$ cat src/rtl/dispatcher_pkg.sv
// Shared route encodings and lane FIFO sizing for the 1-to-2 dispatcher.
package dispatcher_pkg;

    localparam logic [1:0] DEST_DROP  = 2'b00;
    localparam logic [1:0] DEST_LANE0 = 2'b01;
    localparam logic [1:0] DEST_LANE1 = 2'b10;
    localparam logic [1:0] DEST_ANY   = 2'b11;

    localparam int unsigned FIFO_DEPTH = 2;
    localparam int unsigned FIFO_CNT_W = $clog2(FIFO_DEPTH + 1);

endpackage

$ cat src/rtl/fifo_2entry.sv
// Two-entry lane FIFO; slot0 is always the head, full/empty from registered occupancy.
module fifo_2entry
    import dispatcher_pkg::*;
#(
    parameter int unsigned DWIDTH = 8
) (
    input  logic              clk,
    input  logic              rst,
    input  logic              push_i,
    input  logic [DWIDTH-1:0] data_i,
    input  logic              pop_i,
    output logic              full_o,
    output logic              empty_o,
    output logic [DWIDTH-1:0] head_o
);

    logic [DWIDTH-1:0]     slot0_q, slot0_d;
    logic [DWIDTH-1:0]     slot1_q, slot1_d;
    logic [FIFO_CNT_W-1:0] count_q, count_d;
    logic                  do_push;
    logic                  do_pop;

    assign full_o  = (count_q == FIFO_CNT_W'(FIFO_DEPTH));
    assign empty_o = (count_q == '0);
    assign head_o  = slot0_q;

    always_comb begin
        slot0_d = slot0_q;
        slot1_d = slot1_q;
        count_d = count_q;
        do_push = push_i & ~full_o;
        do_pop  = pop_i & ~empty_o;
        case ({do_push, do_pop})
            2'b10: begin
                if (count_q == '0) slot0_d = data_i;
                else               slot1_d = data_i;
                count_d = count_q + FIFO_CNT_W'(1);
            end
            2'b01: begin
                slot0_d = slot1_q;
                count_d = count_q - FIFO_CNT_W'(1);
            end
            // Push needs a non-full FIFO and pop a non-empty one, so occupancy is exactly 1 here.
            2'b11:   slot0_d = data_i;
            default: ;
        endcase
    end

    always_ff @(posedge clk or posedge rst) begin
        if (rst) begin
            slot0_q <= '0;
            slot1_q <= '0;
            count_q <= '0;
        end else begin
            slot0_q <= slot0_d;
            slot1_q <= slot1_d;
            count_q <= count_d;
        end
    end

endmodule

$ cat src/rtl/dispatcher_1to2.sv
// Routes input beats to one of two buffered lanes, round-robins "either" beats, counts drops.
module dispatcher_1to2
    import dispatcher_pkg::*;
#(
    parameter int unsigned DWIDTH     = 8,
    parameter int unsigned DROP_CNT_W = 16
) (
    input  logic                  clk,
    input  logic                  rst,
    input  logic                  in_valid,
    input  logic [DWIDTH-1:0]     in_data,
    input  logic [1:0]            in_dest,
    output logic                  in_ready,
    output logic                  out_0_valid,
    output logic [DWIDTH-1:0]     out_0_data,
    input  logic                  out_0_ready,
    output logic                  out_1_valid,
    output logic [DWIDTH-1:0]     out_1_data,
    input  logic                  out_1_ready,
    output logic [DROP_CNT_W-1:0] drop_count
);

    logic                  full0, full1;
    logic                  empty0, empty1;
    logic                  push0, push1;
    logic                  accept;
    logic                  any_sel;
    logic                  rr_q, rr_d;
    logic [DROP_CNT_W-1:0] drop_q, drop_d;

    assign out_0_valid = ~empty0;
    assign out_1_valid = ~empty1;
    assign drop_count  = drop_q;
    assign accept      = in_valid & in_ready;

    // Readiness looks only at registered fullness, so downstream ready never reaches in_ready.
    always_comb begin
        in_ready = 1'b1;
        case (in_dest)
            DEST_LANE0: in_ready = ~full0;
            DEST_LANE1: in_ready = ~full1;
            DEST_ANY:   in_ready = ~full0 | ~full1;
            default:    in_ready = 1'b1;
        endcase
    end

    always_comb begin
        push0   = 1'b0;
        push1   = 1'b0;
        rr_d    = rr_q;
        drop_d  = drop_q;
        any_sel = rr_q ? ~full1 : full0;
        if (accept) begin
            case (in_dest)
                DEST_LANE0: push0 = 1'b1;
                DEST_LANE1: push1 = 1'b1;
                DEST_ANY: begin
                    push0 = ~any_sel;
                    push1 = any_sel;
                    rr_d  = ~any_sel;
                end
                default: begin
                    if (drop_q != '1) drop_d = drop_q + DROP_CNT_W'(1);
                end
            endcase
        end
    end

    always_ff @(posedge clk or posedge rst) begin
        if (rst) begin
            rr_q   <= 1'b0;
            drop_q <= '0;
        end else begin
            rr_q   <= rr_d;
            drop_q <= drop_d;
        end
    end

    fifo_2entry #(.DWIDTH(DWIDTH)) u_lane0 (
        .clk     (clk),
        .rst     (rst),
        .push_i  (push0),
        .data_i  (in_data),
        .pop_i   (out_0_ready),
        .full_o  (full0),
        .empty_o (empty0),
        .head_o  (out_0_data)
    );

    fifo_2entry #(.DWIDTH(DWIDTH)) u_lane1 (
        .clk     (clk),
        .rst     (rst),
        .push_i  (push1),
        .data_i  (in_data),
        .pop_i   (out_1_ready),
        .full_o  (full1),
        .empty_o (empty1),
        .head_o  (out_1_data)
    );

endmodule

$ cat config.mk
export PLATFORM = sky130hd
export DESIGN_NAME = dispatcher_1to2
export DESIGN_NICKNAME = d
export VERILOG_FILES = /design/src/rtl/dispatcher_pkg.sv /design/src/rtl/fifo_2entry.sv /design/src/rtl/dispatcher_1to2.sv
export SDC_FILE = /design/constraint.sdc
export NUM_CORES = 1
export LEC_CHECK = 0
export CAP_MARGIN = 20
export CORE_MARGIN = 2
export CORE_UTILIZATION = 35
export DETAILED_ROUTE_END_ITERATION = 10
export GPL_TIMING_DRIVEN = 0
export PLACE_DENSITY = 0.59
export SYNTH_ARGS = -nofsm -noshare
export SYNTH_HDL_FRONTEND = slang
export SYNTH_SLANG_ARGS = --single-unit
export TNS_END_PERCENT = 1
$ cat constraint.sdc
create_clock -name clk -period 4.6 [get_ports clk]
set_input_delay 0.69 -clock clk [delete_from_list [all_inputs] [get_ports clk]]
set_output_delay 0.69 -clock clk [all_outputs]
set_load 0.005 [all_outputs]
==> impl_metrics.toml, run 1 <==
[placed_design]
io_buffers = 49
gp_congestion = 0.7411
dp_hpwl_um = 3436
dp.cells = 349
placed_cell_area_sq_um = 3193

[yosys]
yosys-top-cells-area = "dfrtp_1 52%, mux2_2 22%, xnor2_1 3.8%"
synthCells = 200
syn-cell-area_sq_um = 2559
synth-seq-area-share_pct = 51.83
async_reset_ff_share_pct = 100.0
synth_common_cells = "53 x dfrtp_1, 50 x mux2_2, 13 x nand2_1, 11 x xnor2_1, 8 x xor2_1"
synth_seq_cells = 53
yosys.area.top_type_share_pct = 51.83
synth_fp_nets = 220
syn_area_per_cell_sq_um = 12.79
synth_edf_count = 0
yosysMostFrequentCell = "dfrtp_1"
yosysWarnings = 0
synth_ff_type = "dfrtp_1"
synth_top_area_cell = "dfrtp_1"
ys_types = 33

[worst_setup_path]
worst_path_most_repeated_cell = "clkdlybuf4s50_1"
path_cells = "clkdlybuf4s50_1, mux2_2, nand2_1, clkdlybuf4s50_1"
crit_type = "in -> out"
cp.arrival_ns = 2.16
crit_slowest_cell = "clkdlybuf4s50_1"
critPathMaxStageDelay_ns = 0.57
crit_path_start_kind = "input port"
cp_data_required_time_ns = 3.91
end_kind = "primary output"
worstPathMaxFanout = 6

[sta]
setup_viol = 0
timing_hold_violations_final = 0
fin_crit_sh_pct = 62.02
skew_ns = 0.01319
worstMarginPinSlew_ns = 0.6026
tns_ns = 0
fmax_mhz = 350.5
slew-limit-headroom_pct = 59.83
fin_crit_ns = 2.853
drv_slew = 0
rsz0062_at_grt = "false"

[cts]
htree_num_levels = 2
clkLatencyLatePin_ns = 0.30
cts-buffers-inserted = 5
clock-sinks = 53
post_cts_buffers = 0
cts_hold_buf = 0
path_clk_slew_ns = 0.09
cts_root_buf = "clkbuf_8"
clk_path_buf_depth = 2
cts_tree = "yes"
cts.repair.resized = 0

[route]
drt_pass1_iterations = 4
drt_iter0_markers = 57
routed_via_density = 4.742
drt-total-wl_um = 4824
drc = 0
ant_nets = 0
wire_per_inst_um = 13.55
vias = 1688

[pwr]
p_per_area_nw_per_um2 = 541.0
p_sw_share_pct = 30.12
peakVddDrop_v = 0.0002316
p_seq_share_pct = 44.3
power_leakage_nw = 1.385
internal_power_mw = 1.238
combPwrFrac_pct = 41.3
p_sw_mw = 0.5336
p_clk_share_pct = 14.3

[global_routing]
antenna_found_initial = 0
grt_pass1_wl_um = 8549
grt_max_degree = 30
grt_pass1_vias = 1729
grt-ovfl-total = 0
track_usage_pct = 13.93

[floorplanning]
rows = 31
initial_core_util_pct = 35.66
die_h_um = 89.50
die_area_sq_um = 8010
die_w_um = 89.50
io_pins = 50
coreArea_sq_um = 7176

[layout]
drive_gt1_share_pct = 26.46
nets = 277
seq_area_sq_um = 1326
area_delta_synth_final_pct = 27.97
design_area_sq_um = 3274
post_layout_nonfiller_instances = 356
fillers = 667
diodes = 0
multi_input_area_sq_um = 1185

[run]
cap_violations = 0

[min_path]
hold_path.class = "reg -> reg"

[run_status]
outcome = "finished clean"
[metrics by stage]
step                worst slack, ns  hold slack, ns  total power, mW  util (%)
detailed placement            1.473          0.4626            1.539     44.50
global placement              1.460          0.4628            1.519     44.22
floorplan                     2.363          0.4474            1.206         -
global route                  1.607          0.5238            1.920     45.63
CTS                           1.745          0.4801            1.801     45.63
finish                        1.747          0.4783            1.771     45.63
[cell usage in the layout, fill, tap and decap left out, types with 4 or more instances in the layout]
cell type / instances
xnor2_1: 11
ha_1: 5
nand2_1: 13
xor2_1: 8
nor4_1: 4
dfrtp_1: 53
mux2_2: 50
inv_1: 6
clkbuf_8: 5
nand3_1: 5
clkdlybuf4s50_1: 49
clkbuf_1: 4
nand4_1: 7
nor2_1: 6
[registers in the layout, summed over array words and instances, names as in the netlist]
| signal | cells |
|---|---|
| rr_q | 1 |
| u_lane1.count_q | 2 |
| u_lane1.head_o | 8 |
| u_lane0.head_o | 8 |
| u_lane0.slot1_q | 8 |
| u_lane0.count_q | 2 |
| u_lane1.slot1_q | 8 |
| drop_count | 16 |
[power by group through the flow]
stage | Sequential (mW) | Clock, mW | Combinational [mW]
6_report | 0.785 | 0.254 | 0.732
5_1_grt | 0.813 | 0.290 | 0.817
4_1_cts | 0.787 | 0.265 | 0.749
3_5_place_dp | 0.795 | 0 | 0.744
3_3_place_gp | 0.789 | 0 | 0.730
2_1_floorplan | 0.778 | 0 | 0.428
[critical path: cells and delay by family]
| kind | cells | cell delay, ns |
|---|---|---|
| buf+inv | 2 | 1.06 |
| simple gates | 1 | 0.06 |
| mux | 1 | 0.35 |
[final timing paths]
path                                     from                 end  slack (ns)  cells past startpoint
max reg2reg                u_lane0.count_q[1]   u_lane1.head_o[2]        2.24                      7
max in group asynchronous                 rst   u_lane0.head_o[3]        3.32                      3
min                        u_lane1.count_q[1]  u_lane1.count_q[1]        0.48                      1
max                                in_dest[1]            in_ready        1.75                      4
min reg2reg                u_lane1.count_q[1]  u_lane1.count_q[1]        0.48                      1
min in group asynchronous                 rst  u_lane1.slot1_q[7]        0.74                      2
[layout make-up]
cell class,count,share of cell area [%]
clock buffers,6,2.216
flip-flops and latches,53,40.50
well taps,99,3.783
clock inverters,1,0.2675
repair buffers,50,15.59
multi-input cells,135,36.19
inverters,7,0.8024
plain buffers,5,0.6496
[per-layer routing]
| metal | global-route usage [%] | wire [um] |
|---|---|---|
| met2 | 22.49 | 2244 |
| met5 | 0 | 0 |
| met3 | 2.770 | 183 |
| met4 | 4.071 | 61 |
| met1 | 19.04 | 2334 |
[kinds of logic (layout without fill, tap and decap cells)]
kind of cell / count (synthesis) / after routing / synth area share (%)
adders and majority gates: 5 / 5 / 2.445
and+or+nand+nor: 53 / 53 / 12.62
muxes: 50 / 50 / 22.00
AOI/OAI and AO/OA: 8 / 8 / 2.738
DFF: 53 / 53 / 51.83
buffers and inverters: 12 / 69 / 1.858
xor gates and xnor gates: 19 / 19 / 6.504
Note: power is estimated with default switching activity, not from simulation.
==> run 2, diff against run 1 <==
Clock period 4.6 ns to 2.7 ns, I/O delays scaled along.
==> run 2 against run 1 <==
Compared with the run above:
- die area stayed put
- design area is 0.11% lower
- power is 70% higher
- critical endpoint is now u_lane1.head_o[2]
==> impl_metrics.toml, run 2 (synthesis gave the netlist of run 1 again) <==
[placed_design]
io_buffers = 49
placed_cell_area_sq_um = 3193
gp_congestion = 0.7411
dp_hpwl_um = 3436
dpl_worst_slack_ns = -0.1416

[sta]
fmax_mhz = 406.1
rsz0062_at_grt = "false"
fin_crit_ns = 2.463
slew-limit-headroom_pct = 59.85
timing_hold_violations_final = 0
setup_viol = 0
worstMarginPinSlew_ns = 0.6023
drv_slew = 0
tns_ns = 0
fin_crit_sh_pct = 91.21
skew_ns = 0.01271
fin_ws_ns = 0.2373

[cts]
cts_hold_buf = 0
clk_path_buf_depth = 2
cts_tree = "yes"
clkLatencyLatePin_ns = 0.30
cts_root_buf = "clkbuf_8"
path_clk_slew_ns = 0.09
cts-buffers-inserted = 5
cts.repair.resized = 0
clock-sinks = 53
post_cts_buffers = 0
htree_num_levels = 2

[worst_setup_path]
cp_data_required_time_ns = 2.88
critPathMaxStageDelay_ns = 0.59
crit_slowest_cell = "clkdlybuf4s50_1"
end_kind = "flop"
path_cells = "clkdlybuf4s50_1, nand2_1, o21ai_0, ha_1, clkbuf_1, mux2_2, mux2_2"
crit_type = "in -> reg"
worst_path_most_repeated_cell = "mux2_2"
worstPathMaxFanout = 9
cp.arrival_ns = 2.65
crit_path_start_kind = "input port"
crit_buf_inv = 2
cp_top_family = "buffers and inverters"

[layout]
nets = 276
largest_register_ff_count = 16
diodes = 0
drive_gt1_share_pct = 26.56
layout_common_cells = "53 x dfrtp_1, 50 x mux2_2, 49 x clkdlybuf4s50_1, 13 x nand2_1, 11 x xnor2_1"
design_area_sq_um = 3271
area_delta_synth_final_pct = 27.82
layout_commonest_cell = "dfrtp_1"

[pwr]
p_per_area_nw_per_um2 = 922.5
peakVddDrop_v = 0.0003943
power_leakage_nw = 1.384

[floorplanning]
io_pins = 50
initial_core_util_pct = 35.66
die_w_um = 89.50
rows = 31
coreArea_sq_um = 7176
die_area_sq_um = 8010
die_h_um = 89.50

[route]
drt_pass1_iterations = 4
met2WireLength_um = 2240
drt-total-wl_um = 4812
routed_via_density = 4.744
top_layer = "met4"
routedLengthMet1_um = 2324
ant_nets = 0
dr_wl_met3_um = 186
drt_iter0_markers = 52
wire_per_inst_um = 13.55
drc = 0
vias = 1684

[run_status]
outcome = "finished clean"

[global_routing]
grt_pass1_wl_um = 8549
antenna_found_initial = 0
grt-ovfl-total = 0
grt_max_degree = 30
grt_pass1_vias = 1729
track_usage_pct = 13.93

[run]
cap_violations = 0

[min_path]
hold_path.class = "in -> async"
## run 2: metal layers
layer  global-route usage [%]  vias to the layer above
met5                        0                        -
met4                    4.071                        0
met3                    2.770                        7
met2                    22.49                       46
met1                    19.04                      811
li1                         -                      820
## run 2: area by class of cell
class                           count  area (sq um)
Buffer                              4         17.52
Clock buffer                        6         72.57
Clock inverter                      1         8.758
Fill cell                         666          3905
Inverter                            7         26.28
Multi-Input combinational cell    135          1185
Sequential cell                    53          1326
Tap cell                           99         123.9
Timing Repair Buffer               50         510.5
## run 2: path summary, 6_finish.rpt
kind                                     from                  to  slack (ns)  cells after the start
min reg2reg                u_lane1.count_q[1]  u_lane1.count_q[1]        0.48                      1
min                                       rst  u_lane1.slot1_q[7]        0.46                      2
max in group asynchronous                 rst   u_lane0.head_o[3]        1.71                      3
min in group clk           u_lane1.count_q[1]  u_lane1.count_q[1]        0.48                      1
max                                in_dest[0]   u_lane1.head_o[2]        0.24                      7
max reg2reg                u_lane0.count_q[1]   u_lane1.head_o[2]        0.34                      7
## run 2: power breakdown
part | internal [mW] | leakage (nW) | total, mW | switching, mW
clock | 0.180 | 0.0412 | 0.431 | 0.251
sequential | 1.12 | 0.650 | 1.34 | 0.214
combinational | 0.807 | 0.693 | 1.25 | 0.442
## run 2: stage by stage
stage               cells  util, %  power [mW]  hold WS [ns]
global placement      348    44.22       2.589        0.4628
detailed placement    349    44.50       2.622        0.4626
finish                355    45.58       3.017        0.4578
floorplan             200        -       2.054        0.4474
global route          355    45.58       3.271        0.5100
CTS                   356    45.63       3.068        0.4726
## run 2: worst reg2reg max path: cells and delay by family (launching register included)
family	cells	cell delay, ns
fa+ha+maj	1	0.18
buf+inv	1	0.47
mux	2	0.66
compound gates	1	0.23
flops	1	0.40
simple gates	2	0.29
==> run 3, diff against run 2 <==
Settings changed: HOLD_SLACK_MARGIN set to 0.02.
==> results of run 3 <==
Final layout, timing and power as in run 2 (identical DEF).
